$ cat config.mk
export PLATFORM = sky130hd
export DESIGN_NAME = plane_compositor
export DESIGN_NICKNAME = d
export VERILOG_FILES = /design/src/rtl/gpu_pkg.sv /design/src/rtl/pipe_delay.sv /design/src/rtl/plane_compositor.sv
export SDC_FILE = /design/constraint.sdc
export NUM_CORES = 1
export LEC_CHECK = 0
export BUFFER_PORTS_ARGS = -buffer_cell sky130_fd_sc_hd__buf_2
export CAP_MARGIN = 30
export CORE_ASPECT_RATIO = 0.7
export CORE_MARGIN = 2
export CORE_UTILIZATION = 50
export CTS_CLUSTER_DIAMETER = 40
export CTS_CLUSTER_SIZE = 8
export DETAILED_ROUTE_END_ITERATION = 8
export PLACE_DENSITY = 0.75
export SLEW_MARGIN = 30
export SYNTH_ARGS = -nofsm -noshare
export SYNTH_HDL_FRONTEND = slang
export SYNTH_SLANG_ARGS = --single-unit
$ cat constraint.sdc
create_clock -name clkPixel -period 1.7 [get_ports clkPixel]
set_input_delay 0.51 -clock clkPixel [delete_from_list [all_inputs] [get_ports clkPixel]]
set_output_delay 0.51 -clock clkPixel [all_outputs]
set_load 0.01 [all_outputs]
$ cat src/rtl/gpu_pkg.sv
// -----------------------------------------------------------------------------
// gpu_pkg
// Shared definitions for the plane compositor.
//   - Config register map (enable mask, background colour, per-layer keys)
//   - Reset values for the config and the {blank,hsync,vsync} delay taps
//   - R3G3B2 field positions and the RGB888 bit-replication expander
// -----------------------------------------------------------------------------
package gpu_pkg;

  // Config register map
  localparam logic [3:0] CFG_ENABLE   = 4'd0;
  localparam logic [3:0] CFG_BG       = 4'd1;
  localparam logic [3:0] CFG_KEY_BASE = 4'd2;

  // Reset config: every layer enabled, black background, black keyed out
  localparam logic       RST_ENABLE_BIT = 1'b1;
  localparam logic [7:0] RST_BG         = 8'h00;
  localparam logic [7:0] RST_KEY        = 8'h00;
  localparam logic       RST_KEYEN      = 1'b1;

  // Sync/blank bundle is packed {blank, hsync, vsync}; blank idles high
  localparam logic [2:0] SYNC_RST_VAL = 3'b100;

  // R3G3B2 field slices
  localparam int R_MSB = 7;
  localparam int R_LSB = 5;
  localparam int G_MSB = 4;
  localparam int G_LSB = 2;
  localparam int B_MSB = 1;
  localparam int B_LSB = 0;

  // Expand R3G3B2 to RGB888 by repeating each field's MSBs into the low bits
  function automatic logic [23:0] expand_r3g3b2(input logic [7:0] px);
    logic [2:0] r3;
    logic [2:0] g3;
    logic [1:0] b2;
    r3 = px[R_MSB:R_LSB];
    g3 = px[G_MSB:G_LSB];
    b2 = px[B_MSB:B_LSB];
    return {r3, r3, r3[2:1], g3, g3, g3[2:1], b2, b2, b2, b2};
  endfunction

endpackage

$ cat src/rtl/pipe_delay.sv
// -----------------------------------------------------------------------------
// pipe_delay
// WIDTH-bit shift register of DEPTH stages used to align streams.
// DEPTH = 0 degenerates to a plain wire.
//   clk    : clock
//   rst_n  : asynchronous active-low reset; every stage loads RST_VAL
//   i_d    : data in
//   o_q    : data out, DEPTH cycles after i_d
// -----------------------------------------------------------------------------
module pipe_delay #(
  parameter int               WIDTH   = 8,
  parameter int               DEPTH   = 0,
  parameter logic [WIDTH-1:0] RST_VAL = '0
) (
  input  logic             clk,
  input  logic             rst_n,
  input  logic [WIDTH-1:0] i_d,
  output logic [WIDTH-1:0] o_q
);

  if (DEPTH == 0) begin : g_wire
    // Clock and reset have no load in the pass-through case
    logic w_unused;
    assign w_unused = clk ^ rst_n;
    assign o_q      = i_d;
  end else begin : g_regs
    logic [DEPTH-1:0][WIDTH-1:0] r_stage;

    // NOTE: every tap is reset, not just the output, so blank reads as active
    // through the whole line until real timing has flushed it.
    always_ff @(posedge clk or negedge rst_n) begin
      if (!rst_n) begin
        r_stage <= {DEPTH{RST_VAL}};
      end else begin
        // NOTE: non-blocking assignments make each stage take its neighbour's
        // old value, giving a true shift regardless of statement order.
        r_stage[0] <= i_d;
        for (int k = 1; k < DEPTH; k++) begin
          r_stage[k] <= r_stage[k-1];
        end
      end
    end

    assign o_q = r_stage[DEPTH-1];
  end

endmodule

$ cat src/rtl/plane_compositor.sv
// -----------------------------------------------------------------------------
// plane_compositor
// N-layer R3G3B2 compositor with colour keys, enable mask and background.
// Layer 0 has the highest priority. Config writes land in a shadow copy that
// is committed to the active copy on each vsync_in rising edge.
//   clkPixel, resetn      : pixel clock, asynchronous active-low reset
//   layer_px              : one R3G3B2 pixel per layer, layer i at [8i+7:8i]
//   blank/hsync/vsync_in  : timing generator outputs
//   cfg_we/addr/wdata     : shadow config write port
//   r, g, b               : composited RGB888, zero while blanked
//   blank/hsync/vsync_out : timing delayed to match r/g/b
//   layer_hit             : winning layer index, NUM_LAYERS for background
//   frame_count           : number of config commits, wraps at 16 bits
// Latency: layer i -> rgb = 3 + LAYER_DELAY[i]; sync -> out = 3 + SYNC_DELAY.
// -----------------------------------------------------------------------------
module plane_compositor
  import gpu_pkg::*;
#(
  parameter int                            NUM_LAYERS  = 2,
  parameter int                            DELAY_W     = 3,
  parameter logic [NUM_LAYERS*DELAY_W-1:0] LAYER_DELAY = '0,
  parameter int                            SYNC_DELAY  = 0
) (
  input  logic                    clkPixel,
  input  logic                    resetn,
  input  logic [NUM_LAYERS*8-1:0] layer_px,
  input  logic                    blank_in,
  input  logic                    hsync_in,
  input  logic                    vsync_in,
  input  logic                    cfg_we,
  input  logic [3:0]              cfg_addr,
  input  logic [8:0]              cfg_wdata,
  output logic [7:0]              r,
  output logic [7:0]              g,
  output logic [7:0]              b,
  output logic                    blank_out,
  output logic                    hsync_out,
  output logic                    vsync_out,
  output logic [3:0]              layer_hit,
  output logic [15:0]             frame_count
);

  localparam logic [3:0] HIT_BG = 4'(NUM_LAYERS);

  typedef struct packed {
    logic [NUM_LAYERS-1:0]      enable;
    logic [7:0]                 bg;
    logic [NUM_LAYERS-1:0]      keyen;
    logic [NUM_LAYERS-1:0][7:0] key;
  } cfg_t;

  localparam cfg_t CFG_RST = '{
    enable: {NUM_LAYERS{RST_ENABLE_BIT}},
    bg:     RST_BG,
    keyen:  {NUM_LAYERS{RST_KEYEN}},
    key:    {NUM_LAYERS{RST_KEY}}
  };

  // ---------------------------------------------------------------------------
  // Config: shadow with this cycle's write applied, committed on vsync rise
  // ---------------------------------------------------------------------------
  cfg_t        r_cfg_shadow;
  cfg_t        r_cfg_active;
  cfg_t        w_cfg_next;
  logic        r_vsync_prev;
  logic        w_commit;
  logic [15:0] r_frame_count;

  // NOTE: w_cfg_next gets a full default before any conditional update so no
  // path leaves it unassigned, which would otherwise infer a latch.
  always_comb begin
    w_cfg_next = r_cfg_shadow;
    if (cfg_we) begin
      if (cfg_addr == CFG_ENABLE) w_cfg_next.enable = cfg_wdata[NUM_LAYERS-1:0];
      if (cfg_addr == CFG_BG)     w_cfg_next.bg     = cfg_wdata[7:0];
      for (int i = 0; i < NUM_LAYERS; i++) begin
        if (cfg_addr == CFG_KEY_BASE + 4'(i)) begin
          w_cfg_next.key[i]   = cfg_wdata[7:0];
          w_cfg_next.keyen[i] = cfg_wdata[8];
        end
      end
    end
  end

  assign w_commit = vsync_in & ~r_vsync_prev;

  // Active loads w_cfg_next, so a write in the commit cycle is included
  always_ff @(posedge clkPixel or negedge resetn) begin
    if (!resetn) begin
      r_cfg_shadow  <= CFG_RST;
      r_cfg_active  <= CFG_RST;
      r_vsync_prev  <= 1'b0;
      r_frame_count <= 16'd0;
    end else begin
      r_cfg_shadow <= w_cfg_next;
      r_vsync_prev <= vsync_in;
      if (w_commit) begin
        r_cfg_active  <= w_cfg_next;
        r_frame_count <= r_frame_count + 16'd1;
      end
    end
  end

  // ---------------------------------------------------------------------------
  // S0: per-layer and sync alignment delays
  // ---------------------------------------------------------------------------
  logic [NUM_LAYERS-1:0][7:0] w_dly_px;
  logic [2:0]                 w_dly_sync;

  for (genvar i = 0; i < NUM_LAYERS; i++) begin : g_layer_dly
    pipe_delay #(
      .WIDTH   (8),
      .DEPTH   (int'(LAYER_DELAY[i*DELAY_W +: DELAY_W])),
      .RST_VAL (8'h00)
    ) u_dly (
      .clk   (clkPixel),
      .rst_n (resetn),
      .i_d   (layer_px[i*8 +: 8]),
      .o_q   (w_dly_px[i])
    );
  end

  pipe_delay #(
    .WIDTH   (3),
    .DEPTH   (SYNC_DELAY),
    .RST_VAL (SYNC_RST_VAL)
  ) u_sync_dly (
    .clk   (clkPixel),
    .rst_n (resetn),
    .i_d   ({blank_in, hsync_in, vsync_in}),
    .o_q   (w_dly_sync)
  );

  // ---------------------------------------------------------------------------
  // S1 register, S2 priority select, S3 expand and blank
  // ---------------------------------------------------------------------------
  logic [NUM_LAYERS-1:0][7:0] r_s1_px;
  logic [2:0]                 r_s1_sync;
  logic [7:0]                 w_sel_color;
  logic [3:0]                 w_sel_hit;
  logic [7:0]                 r_s2_color;
  logic [3:0]                 r_s2_hit;
  logic [2:0]                 r_s2_sync;
  logic [23:0]                r_rgb;
  logic [3:0]                 r_hit;
  logic [2:0]                 r_sync_out;

  // Scan from lowest priority upward so the lowest visible index wins
  always_comb begin
    w_sel_color = r_cfg_active.bg;
    w_sel_hit   = HIT_BG;
    for (int i = NUM_LAYERS - 1; i >= 0; i--) begin
      if (r_cfg_active.enable[i] &&
          !(r_cfg_active.keyen[i] && (r_s1_px[i] == r_cfg_active.key[i]))) begin
        w_sel_color = r_s1_px[i];
        w_sel_hit   = 4'(i);
      end
    end
  end

  always_ff @(posedge clkPixel or negedge resetn) begin
    if (!resetn) begin
      r_s1_px    <= '0;
      r_s1_sync  <= SYNC_RST_VAL;
      r_s2_color <= 8'h00;
      r_s2_hit   <= HIT_BG;
      r_s2_sync  <= SYNC_RST_VAL;
      r_rgb      <= 24'h0;
      r_hit      <= HIT_BG;
      r_sync_out <= SYNC_RST_VAL;
    end else begin
      r_s1_px    <= w_dly_px;
      r_s1_sync  <= w_dly_sync;
      r_s2_color <= w_sel_color;
      r_s2_hit   <= w_sel_hit;
      r_s2_sync  <= r_s1_sync;
      r_sync_out <= r_s2_sync;
      if (r_s2_sync[2]) begin
        r_rgb <= 24'h0;
        r_hit <= HIT_BG;
      end else begin
        r_rgb <= expand_r3g3b2(r_s2_color);
        r_hit <= r_s2_hit;
      end
    end
  end

  assign {r, g, b}                         = r_rgb;
  assign layer_hit                         = r_hit;
  assign {blank_out, hsync_out, vsync_out} = r_sync_out;
  assign frame_count                       = r_frame_count;

endmodule
After elaboration in Yosys (flattened, before gate mapping)
Cells that the tools add are included.
{"block": "op_classes", "muxes": 13, "magnitude_cmp": 0, "n_bitwise": 2, "mul": 0, "n_addsub": 1, "n_eq_ne": 5, "shifts": 0, "n_div": 0, "n_reduce_logical": 7}
{"cell": "2-to-1 mux 8 bit", "count": 5}
{"cell": "2-to-1 mux 28 bit", "count": 1}
{"cell": "2-to-1 mux 24 bit", "count": 1}
{"cell": "adder 16 x 1 -> 16 bit (second input constant)", "count": 1}
{"cell": "equality test 8 bit", "count": 2}
{"cell": "equality test 4 x 2 -> 1 bit (second input constant)", "count": 2}
{"cell": "2-to-1 mux 4 bit", "count": 2}
{"cell": "equality test 4 x 1 -> 1 bit (second input constant)", "count": 1}
{"cell": "logical AND 1 bit", "count": 4}
{"cell": "logical NOT 4 bit", "count": 1}
{"cell": "2-to-1 mux 2 bit", "count": 2}
{"cell": "logical NOT 1 bit", "count": 2}
{"cell": "2-to-1 mux 1 bit", "count": 2}
{"cell": "AND 1 bit", "count": 1}
{"cell": "NOT 1 bit", "count": 1}
{"block": "word_totals", "in_bits": 35, "rom_bits": 0, "word_cells": 49, "latch_bits": 0, "ram_bits": 0, "reg_bits": 138, "out_inout_bits": 47, "mem_count": 0}

Longest topological paths before layout
Gate-level depths: netlist of the first run.
{"block": "logic_depth", "depth_word": 6, "ltp_mapped": 6, "depth_no_buf": 4}

Modules after synthesis
A second synthesis of the first run with hierarchy kept.
{"block": "unflattened", "hier_cells": 352, "hier_area_um2": 4904.7}
{"mod": "plane_compositor", "cells_each": 333, "n_inst": 1, "area_per_inst_um2": 4762.1, "seq_area_each_um2": 2969.1}
{"mod": "pipe_delay (g_layer_dly[0].u_dly ...)", "cells_each": 8, "n_inst": 2, "area_per_inst_um2": 60.1, "seq_area_each_um2": 0.0}
{"mod": "pipe_delay (u_sync_dly)", "cells_each": 3, "n_inst": 1, "area_per_inst_um2": 22.5, "seq_area_each_um2": 0.0}

Least setup slack after synthesis of the first run
Ideal clock, no wire load.
{"block": "synth_timing", "path_type": "input port to flip-flop", "from": "in cfg_addr[3]", "to": "reg r_cfg_active[0] (netlist bit)", "path_buffers": 1, "slack_ps": -141, "arrival_time_ps": 1716, "path_stages": 5, "setup_time_ps": 125, "cell_sequence": "nor2_1 -> and4b_1 -> buf_2 -> mux2_2 -> mux2_2"}
{"item": "start, declared", "line_no": "plane_compositor.sv:31", "text": "input logic [3:0] cfg_addr,"}
{"item": "end signal, assigned", "line_no": "plane_compositor.sv:98", "text": "r_cfg_active <= w_cfg_next;"}
{"item": "end, declared", "line_no": "plane_compositor.sv:63", "text": "cfg_t r_cfg_active;"}

Final worst setup path of the first run
{"block": "layout_timing", "from": "reg r_cfg_active[12] (netlist bit)", "to": "reg r_s2_color[6]"}
{"block": "layout_via", "elab_chain_cells": 6}
{"item": "equality test 8 bit", "line_no": "plane_compositor.sv:154", "text": "!(r_cfg_active.keyen[i] && (r_s1_px[i] == r_cfg_active.key[i]))) begin"}
{"item": "logical AND 1 bit", "line_no": "plane_compositor.sv:154"}
{"item": "logical NOT 1 bit", "line_no": "plane_compositor.sv:154"}
{"item": "logical AND 1 bit", "line_no": "plane_compositor.sv:153", "text": "if (r_cfg_active.enable[i] &&"}
{"item": "2-to-1 mux 8 bit (2 in series)", "line_no": "plane_compositor.sv:153"}
{"item": "named net w_sel_color[6]", "line_no": "plane_compositor.sv:139", "text": "logic [7:0] w_sel_color;"}
{"item": "end signal, assigned", "line_no": "plane_compositor.sv:174", "text": "r_s2_color <= w_sel_color;"}
{"item": "end, declared", "line_no": "plane_compositor.sv:141", "text": "logic [7:0] r_s2_color;"}
The timed path passes the listed nets, and every way through them passes these cells.
A chain may end at the register's enable or synchronous reset.

==> flow_summary_export.csv, run 1 <==
group,metric,value,unit
status,outcome,"complete, but fails checks",
status,failed_checks,"setup timing",
timing,finClkSkew,0.008813,ns
route,viasPerCell,5.197,
final_layout,fin_nets,458,
power_and_ir_drop,p_int,6.725,mW
final_layout,syn2layout_area_growth,26.87,%
power_and_ir_drop,cellLeakagePower,2.755,nW
clocking,cts.sinks,117,
power_and_ir_drop,power.density,1532,nW/um^2
synthesis,synth_cell_types,39,
clocking,cts_root_buf,"clkbuf_16",
synthesis,ys.flop_type,"dfrtp_1",
route,vias,2905,
floorplanning,die_height,85.46,um
synthesis,syn_avg_cell_area,14.32,um^2
timing,fmax,555.8,MHz
synthesis,syn_inst,331,
final_layout,antenna_cells,0,
floorplanning,num_rows,29,
floorplanning,die_area,10290,um^2
clocking,cts_made_buffers,17,
grt,gr-total-overflow,0,
route,drt_iter0_drc,97,
placement,place.gp.congestion,0.7873,
power_and_ir_drop,p_sw,2.489,mW
route,wl_per_cell,17.14,um
grt,antenna_found_initial,0,
hold_path,hp-class,"in2reg",
placement,placed_cell_area,5325,um^2
timing,hold_violations,0,
power_and_ir_drop,pwr-share-clk,0.385,
timing,setup_violations,8,
synthesis,async_flop_share,1.000,
timing,max_slew_margin,0.6472,
clocking,clk_path_buf_depth,2,
clocking,cts_tree,"yes",
grt,grt_pass1_wl,15990,um
setup_path,reg2regPathDepth,4,
synthesis,synth_warnings,0,
placement,hpwl,6685,um
synthesis,mappedNetlistArea,4740,um^2
route,drc,0,
route,drt-total-wl,9580,um
power_and_ir_drop,p_comb_frac,0.194,
setup_path,cp_data_arrival_time,2.06,ns
final_layout,drive_gt1_frac,0.5034,
flow_run,maxCapViolCount,0,
setup_path,endpoint_kind,"register",
grt,grt_max_degree,37,
synthesis,synth-edff-count,0,
grt,track_usage,0.2091,
hold_path,min_path_cells,1,
timing,fin_crit_sh,1.058,
grt,grt_pass1_vias,3012,
floorplanning,die_x,120.4,um
floorplanning,core_area,9144,um^2
setup_path,startpoint_type,"register",
timing,fin_crit,1.799,ns
clocking,clock_latency,0.41,ns
route,dr.pass1.iters,4,
clocking,htreeDepth,4,
route,antenna_left,0,
timing,timing.final.ws_setup,-0.09907,ns
power_and_ir_drop,ir_drop,0.0009049,V
setup_path,cp_max_fo,8,
placement,portBuffers,79,
final_layout,final_area,6013,um^2
timing,finalSetupTns,-0.4847,ns
floorplanning,io_pins,82,
setup_path,critical_path_class,"reg2reg",
floorplanning,start_util,0.5183,
clocking,path_clk_slew,0.05,ns
power_and_ir_drop,p_sw_frac,0.2701,
timing,rsz0062_at_grt,"true",
synthesis,synth-seq-cells,117,
setup_path,required,1.96,ns
synthesis,seq_area_frac_synth,0.6212,
timing,worst_pin_slew,0.5257,ns
timing,slew_viol_final,0,
power_and_ir_drop,seqPwrFrac,0.421,
## timing repair
action | 4_1_cts | 5_1_grt
setup endpoints to repair | 9 | 9
hold buffers | 1 | 0
endpoints found under the hold margin | 9 | 0
resized for setup | 6 | 3
cloned | 0 | 0
pin swaps | 5 | 1
buffers inserted | 0 | 1
## through the flow
stage          power [mW]  instances  utilization  setup slack, ns  hold slack (ns)
5_1_grt             9.672        559       0.6576          -0.1502           0.1792
3_5_place_dp        5.617        525       0.5824          -0.2169           0.3428
4_1_cts             9.262        558       0.6544         -0.07622           0.1838
3_3_place_gp        5.513        525       0.5824          -0.1785           0.3358
6_report            9.214        559       0.6576         -0.09907           0.2012
2_1_floorplan       5.056        332            -          0.01057           0.2144
## area by class of cell
type	count	area (um^2)
Tap cell	124	155.1
Clock inverter	8	95.09
Clock buffer	24	511.7
Timing Repair Buffer	101	628.1
Inverter	1	3.754
Multi-Input combinational cell	184	1675
Fill cell	680	3131
Sequential cell	117	2944
## flip-flops by register name (all words and copies together) (netlist names), 8 cells and up
name          cells
r_cfg_shadow     28
r_rgb             8
r_cfg_active     28
frame_count      16
r_s1_px          16
r_s2_color        8
## worst paths after layout
check | start | end | slack (ns)
setup reg to reg | r_cfg_active[12] | r_s2_color[6] | -0.1
setup / recovery | r_cfg_active[12] | r_s2_color[6] | -0.1
max in group asynchronous | resetn | r_sync_out[2] | 0.64
hold reg to reg | r_s2_sync[1] | r_sync_out[1] | 0.35
hold / removal | blank_in | r_s1_sync[2] | 0.20
min in group asynchronous | resetn | r_s1_px[8] | 0.51
## kinds of logic (layout without fill, tap and decap cells)
group	Yosys count	after routing	synth area share
DFF	117	117	0.6212
AOI/OAI and AO/OA	34	34	0.05835
xor gates and xnor gates	31	31	0.05729
adders and majority gates	1	1	0.002639
and+or+nand+nor	60	60	0.08501
other	1	2	0.0007912
buffers and inverters	31	134	0.04171
muxes	56	56	0.1331
## cells in the mapped netlist, drive strengths merged (2+ instances only)
cell type,count,area (um^2)
dfrtp,104,2603
mux2,56,630.6
buf,23,167.7
nor2b,18,112.6
xnor2,16,140.1
xor2,15,131.4
dfstp,13,341.6
a311oi,8,70.07
a31oi,8,50.05
a41oi,8,70.07
nand2,8,30.03
o311ai,8,70.07
clkbuf,7,26.28
nand4,7,50.05
nand3,5,25.02
and2,4,25.02
and3,3,18.77
and4,2,17.52
nor2,2,7.510
nor3,2,15.01
nor4,2,33.78
## cells in the final DEF (no fill, tap or decap), drive strengths merged, types with 2 or more instances in the layout
cell,netlist,routed
clkbuf,7,24
a31oi,8,8
bufinv,0,2
nand4,7,7
xor2,15,15
xnor2,16,16
a311oi,8,8
dfstp,13,13
clkinvlp,0,2
nand2,8,8
nor2,2,2
o311ai,8,8
dfrtp,104,104
and3,3,3
nand3,5,5
and2,4,4
a41oi,8,8
nor2b,18,18
and4,2,2
clkinv,1,5
nor4,2,2
nor3,2,2
mux2,56,56
conb,1,2
buf,23,100
## worst max-delay path: stages, from the launching register on
cell and delay, ns:
dfrtp_1 0.38, xor2_1 0.18, or4_4 0.63, o311ai_2 0.32
a31oi_1 0.15
## per-layer routing
layer	global-route usage	up-vias	wire, um
met1	0.2807	1452	4447
met4	0.06342	0	66
li1	-	1355	-
met5	0	-	0
met2	0.3184	91	4475
met3	0.08065	7	590
## power groups by stage
stage / Combinational, mW / Clock (mW) / Sequential (mW)
2_1_floorplan: 1.22 / 0 / 3.84
3_3_place_gp: 1.65 / 0 / 3.86
3_5_place_dp: 1.72 / 0 / 3.90
4_1_cts: 1.78 / 3.62 / 3.87
5_1_grt: 1.96 / 3.76 / 3.95
6_report: 1.79 / 3.55 / 3.88
Note: power is estimated with default switching activity, not from simulation.
==> inputs of run 2 (changes only) <==
--- a/config.mk
+++ b/config.mk
@@ -13,7 +13,7 @@
 export CTS_CLUSTER_DIAMETER = 40
 export CTS_CLUSTER_SIZE = 8
 export DETAILED_ROUTE_END_ITERATION = 8
-export PLACE_DENSITY = 0.75
+export PLACE_DENSITY_LB_ADDON = 0.25
 export SLEW_MARGIN = 30
 export SYNTH_ARGS = -nofsm -noshare
 export SYNTH_HDL_FRONTEND = slang
==> flow_summary_export.csv, run 2 (synthesized netlist as in run 1, its figures left out) <==
group,metric,value,unit
power_and_ir_drop,cellLeakagePower,2.795,nW
timing,finClkSkew,0.008250,ns
route,drt-total-wl,9871,um
clocking,cts_tree,"yes",
floorplanning,die_height,85.46,um
timing,worst_pin_slew,0.5000,ns
power_and_ir_drop,ir_drop,0.0008679,V
route,wl_per_cell,17.47,um
placement,placed_cell_area,5390,um^2
clocking,cts.sinks,117,
timing,max_slew_margin,0.6659,
status,failed_checks,"setup timing",
floorplanning,die_x,120.4,um
setup_path,required,1.98,ns
timing,rsz0062_at_grt,"true",
setup_path,critical_path_class,"reg2reg",
route,viasPerCell,5.246,
floorplanning,num_rows,29,
clocking,ctsHoldBuffers,0,
timing,hold_violations,0,
route,vias,2964,
final_layout,syn2layout_area_growth,28.64,%
setup_path,slowest_delay,0.66,ns
clocking,clock_latency,0.41,ns
grt,gr-total-overflow,0,
final_layout,largestRegisters,"r_cfg_active x28, r_cfg_shadow x28",
timing,fin_crit,1.812,ns
setup_path,crit_chain,"xor2_1, or4_4, o311ai_2, a31oi_1",
clocking,cts_root_buf,"clkbuf_16",
route,dr.pass1.iters,4,
status,outcome,"complete, but fails checks",
final_layout,drive_gt1_frac,0.5079,
clocking,cts_made_buffers,17,
grt,grt_max_degree,39,
power_and_ir_drop,power.density,1549,nW/um^2
route,drt_iter0_drc,170,
final_layout,final_common_cell,"dfrtp_1",
hold_path,hp-class,"in2async",
timing,fmax,551.9,MHz
timing,fin_crit_sh,1.066,
setup_path,cp_data_arrival_time,2.09,ns
grt,antenna_found_initial,1,
grt,grt_pass1_vias,2965,
timing,timing.final.ws_setup,-0.1121,ns
final_layout,fin_nets,464,
grt,track_usage,0.2101,
floorplanning,core_area,9144,um^2
clocking,clk_path_buf_depth,2,
setup_path,cp_max_fo,8,
floorplanning,start_util,0.5183,
setup_path,startpoint_type,"register",
final_layout,antenna_cells,0,
timing,setup_violations,8,
route,antenna_left,0,
final_layout,layout_common_cells,"104 x dfrtp_1, 78 x buf_2, 56 x mux2_2",
placement,hpwl,6679,um
placement,place.gp.congestion,0.8567,
final_layout,final_area,6097,um^2
power_and_ir_drop,power.total,9.444,mW
clocking,htreeDepth,4,
clocking,path_clk_slew,0.05,ns
timing,slew_viol_final,0,
setup_path,endpoint_kind,"register",
flow_run,maxCapViolCount,0,
setup_path,crit_slowest_cell,"or4_4",
floorplanning,die_area,10290,um^2
route,drc,0,
grt,grt_pass1_wl,15750,um
placement,portBuffers,79,
floorplanning,io_pins,82,
run 2: final timing paths:
| check | cells after the start | end | from | slack (ns) |
|---|---|---|---|---|
| max | 4 | r_s2_color[5] | r_cfg_active[10] | -0.11 |
| min | 1 | r_cfg_shadow[8] | resetn | 0.02 |
| max reg2reg | 4 | r_s2_color[5] | r_cfg_active[10] | -0.11 |
| min reg2reg | 0 | r_sync_out[1] | r_s2_sync[1] | 0.35 |
| max in group asynchronous | 2 | r_s2_hit[1] | resetn | 1.09 |
| min in group clkPixel | 1 | r_s1_sync[2] | blank_in | 0.20 |
run 2: repair_timing:
| item | 4_1_cts | 5_1_grt |
|---|---|---|
| endpoints found under the setup margin | 9 | 9 |
| resized for setup | 8 | 4 |
| pin swaps | 6 | 3 |
| buffers inserted | 1 | 0 |
run 2: final cells by class:
class / instances / area [um^2]
Tap cell: 124 / 155.1
Inverter: 1 / 3.754
Multi-Input combinational cell: 184 / 1702
Timing Repair Buffer: 107 / 683.2
Clock inverter: 10 / 155.1
Fill cell: 687 / 3047
Sequential cell: 117 / 2944
Clock buffer: 22 / 454.2
run 2: critical path: cells and delay by family (launching register included):
| kind | cells | cell delay [ns] |
|---|---|---|
| simple gates | 1 | 0.66 |
| flops | 1 | 0.39 |
| compound gates | 2 | 0.45 |
| xor+xnor | 1 | 0.18 |
run 2: metal layers:
metal,share of wire,track usage,routed length [um],vias up
met5,0,0,0,-
met4,0.014,0.09408,140,0
met3,0.057,0.06720,559,14
met2,0.46,0.3025,4519,91
met1,0.47,0.2937,4652,1490
li1,-,-,-,1369
run 2: stage by stage:
step	setup TNS [ns]	setup slack (ns)	util	hold WS, ns	cells
floorplan	0	0.01057	-	0.2144	332
global placement	-2.066	-0.1766	0.5895	0.3326	532
detailed placement	-2.951	-0.2041	0.5895	0.3347	532
CTS	-0.3927	-0.05987	0.6631	0.01405	565
global route	-1.073	-0.1759	0.6668	0.02874	565
finish	-0.6399	-0.1121	0.6668	0.01633	565
run 2: power breakdown:
group | internal, mW | switching, mW
Clock | 2.48 | 1.21
Sequential | 3.46 | 0.415
Combinational | 0.940 | 0.938
Total | 6.88 | 2.56
==> inputs of run 3 (changes only) <==
--- a/config.mk
+++ b/config.mk
@@ -13,7 +13,7 @@
 export CTS_CLUSTER_DIAMETER = 40
 export CTS_CLUSTER_SIZE = 8
 export DETAILED_ROUTE_END_ITERATION = 8
-export PLACE_DENSITY_LB_ADDON = 0.25
+export PLACE_DENSITY = 0.73
 export SLEW_MARGIN = 30
 export SYNTH_ARGS = -nofsm -noshare
 export SYNTH_HDL_FRONTEND = slang
==> flow_summary_export.csv, run 3 (synthesized netlist as in run 1, its figures left out) <==
group,metric,value,unit
grt,grt_pass1_vias,2958,
floorplanning,num_rows,29,
setup_path,startpoint_type,"register",
timing,setup_violations,8,
placement,portBuffers,79,
timing,finClkSkew,0.01120,ns
clocking,cts.sinks,117,
timing,slew_viol_final,0,
clocking,cts_root_buf,"clkbuf_16",
timing,fmax,546.5,MHz
placement,hpwl,6621,um
setup_path,cp_data_arrival_time,2.07,ns
grt,gr-total-overflow,0,
final_layout,final_common_cell,"dfrtp_1",
route,drt_iter0_drc,235,
power_and_ir_drop,power.density,1501,nW/um^2
final_layout,layout_common_cells,"104 x dfrtp_1, 78 x buf_2, 56 x mux2_2",
floorplanning,die_x,120.4,um
power_and_ir_drop,ir_drop,0.0009444,V
route,drt-total-wl,9611,um
timing,finalSetupTns,-0.5642,ns
final_layout,antenna_cells,0,
grt,antenna_found_initial,0,
final_layout,drive_gt1_frac,0.4989,
status,outcome,"complete, but fails checks",
route,wl_per_cell,16.95,um
clocking,path_clk_slew,0.05,ns
clocking,cts_tree,"yes",
power_and_ir_drop,power.total,8.992,mW
timing,fin_crit,1.830,ns
final_layout,fin_nets,467,
hold_path,hp-class,"in2async",
floorplanning,io_pins,82,
final_layout,fin_util,0.6553,
floorplanning,core_area,9144,um^2
route,viasPerCell,5.228,
clocking,htreeDepth,4,
setup_path,crit_chain,"xor2_1, or4_4, o311ai_1, a31oi_1",
floorplanning,start_util,0.5183,
timing,timing.final.ws_setup,-0.1298,ns
timing,hold_violations,0,
timing,fin_crit_sh,1.076,
setup_path,required,1.94,ns
timing,holdWs,0.04457,ns
placement,place.gp.congestion,0.7988,
route,drc,0,
setup_path,slowest_delay,0.62,ns
status,failed_checks,"setup timing",
route,vias,2964,
clocking,cts_made_buffers,17,
grt,grt_max_degree,38,
grt,grt_pass1_wl,15180,um
setup_path,crit_slowest_cell,"or4_4",
route,antenna_left,0,
timing,rsz0062_at_grt,"true",
setup_path,critical_path_class,"reg2reg",
final_layout,largestRegisters,"r_cfg_active x28, r_cfg_shadow x28",
final_layout,syn2layout_area_growth,26.43,%
floorplanning,die_area,10290,um^2
floorplanning,die_height,85.46,um
setup_path,cp_max_fo,8,
grt,track_usage,0.2003,
setup_path,endpoint_kind,"register",
power_and_ir_drop,cellLeakagePower,2.776,nW
clocking,clk_path_buf_depth,2,
route,dr.pass1.iters,4,
flow_run,maxCapViolCount,0,
clocking,clock_latency,0.41,ns
[run 3: changes by cell type in the layout (fill, tap and decap cells not counted)]
cell	delta
buf_4	+5
o311ai_1	+5
o311ai_2	-5
clkbuf_8	+4
bufinv_16	-3
buf_12	-2
clkinvlp_4	-2
a21boi_0	-1
a21boi_1	+1
a31o_2	+1
a31o_4	-1
nor3_2	+1
nor3_4	-1
[run 3: layout make-up]
class                           count  area (um^2)
Sequential cell                   117         2944
Clock inverter                      5        50.05
Timing Repair Buffer              110        680.7
Multi-Input combinational cell    184         1649
Fill cell                         703         3152
Tap cell                          124        155.1
Inverter                            1        3.754
Clock buffer                       26        509.2
[run 3: where the power goes]
part / internal [mW] / switching [mW]
combinational: 0.920 / 0.905
clock: 2.18 / 1.12
sequential: 3.47 / 0.401
[run 3: timing repair]
item | CTS | global route
hold endpoints to repair | 0 | 0
pin swaps | 1 | 1
hold buffers | 0 | 0
setup endpoints to repair | 8 | 9
gates resized for setup | 1 | 5
setup buffers | 1 | 2
[run 3: path summary, 6_finish.rpt]
path / startpoint / depth (start not counted) / to / slack [ns]
max: r_cfg_active[10] / 4 / r_s2_color[1] / -0.13
min: resetn / 1 / r_cfg_shadow[18] / 0.04
max reg2reg: r_cfg_active[10] / 4 / r_s2_color[1] / -0.13
min reg2reg: r_s2_sync[0] / 0 / r_sync_out[0] / 0.35
max in group asynchronous: resetn / 2 / r_sync_out[2] / 1.05
min in group clkPixel: layer_px[5] / 1 / r_s1_px[5] / 0.21
[run 3: stage by stage]
stage / setup WS (ns) / cell area [um^2] / instances
2_1_floorplan: 0.01057 / 4753 / 332
3_3_place_gp: -0.1539 / 5373 / 533
3_5_place_dp: -0.1835 / 5373 / 533
4_1_cts: -0.1061 / 5947 / 565
5_1_grt: -0.1411 / 5992 / 567
6_report: -0.1298 / 5992 / 567
[run 3: routing by layer]
metal	track usage	part of all wire	vias to the layer above
li1	-	-	1373
met5	0	0	-
met2	0.2830	0.45	99
met1	0.2832	0.47	1481
met3	0.06250	0.068	11
met4	0.09514	0.016	0
[run 3: worst max-delay path: cells and delay by family, from the launching register on]
family	cells	cell delay [ns]
XOR/XNOR	1	0.17
AO/OA/AOI/OAI	2	0.50
AND/OR/NAND/NOR	1	0.62
flip-flops	1	0.38
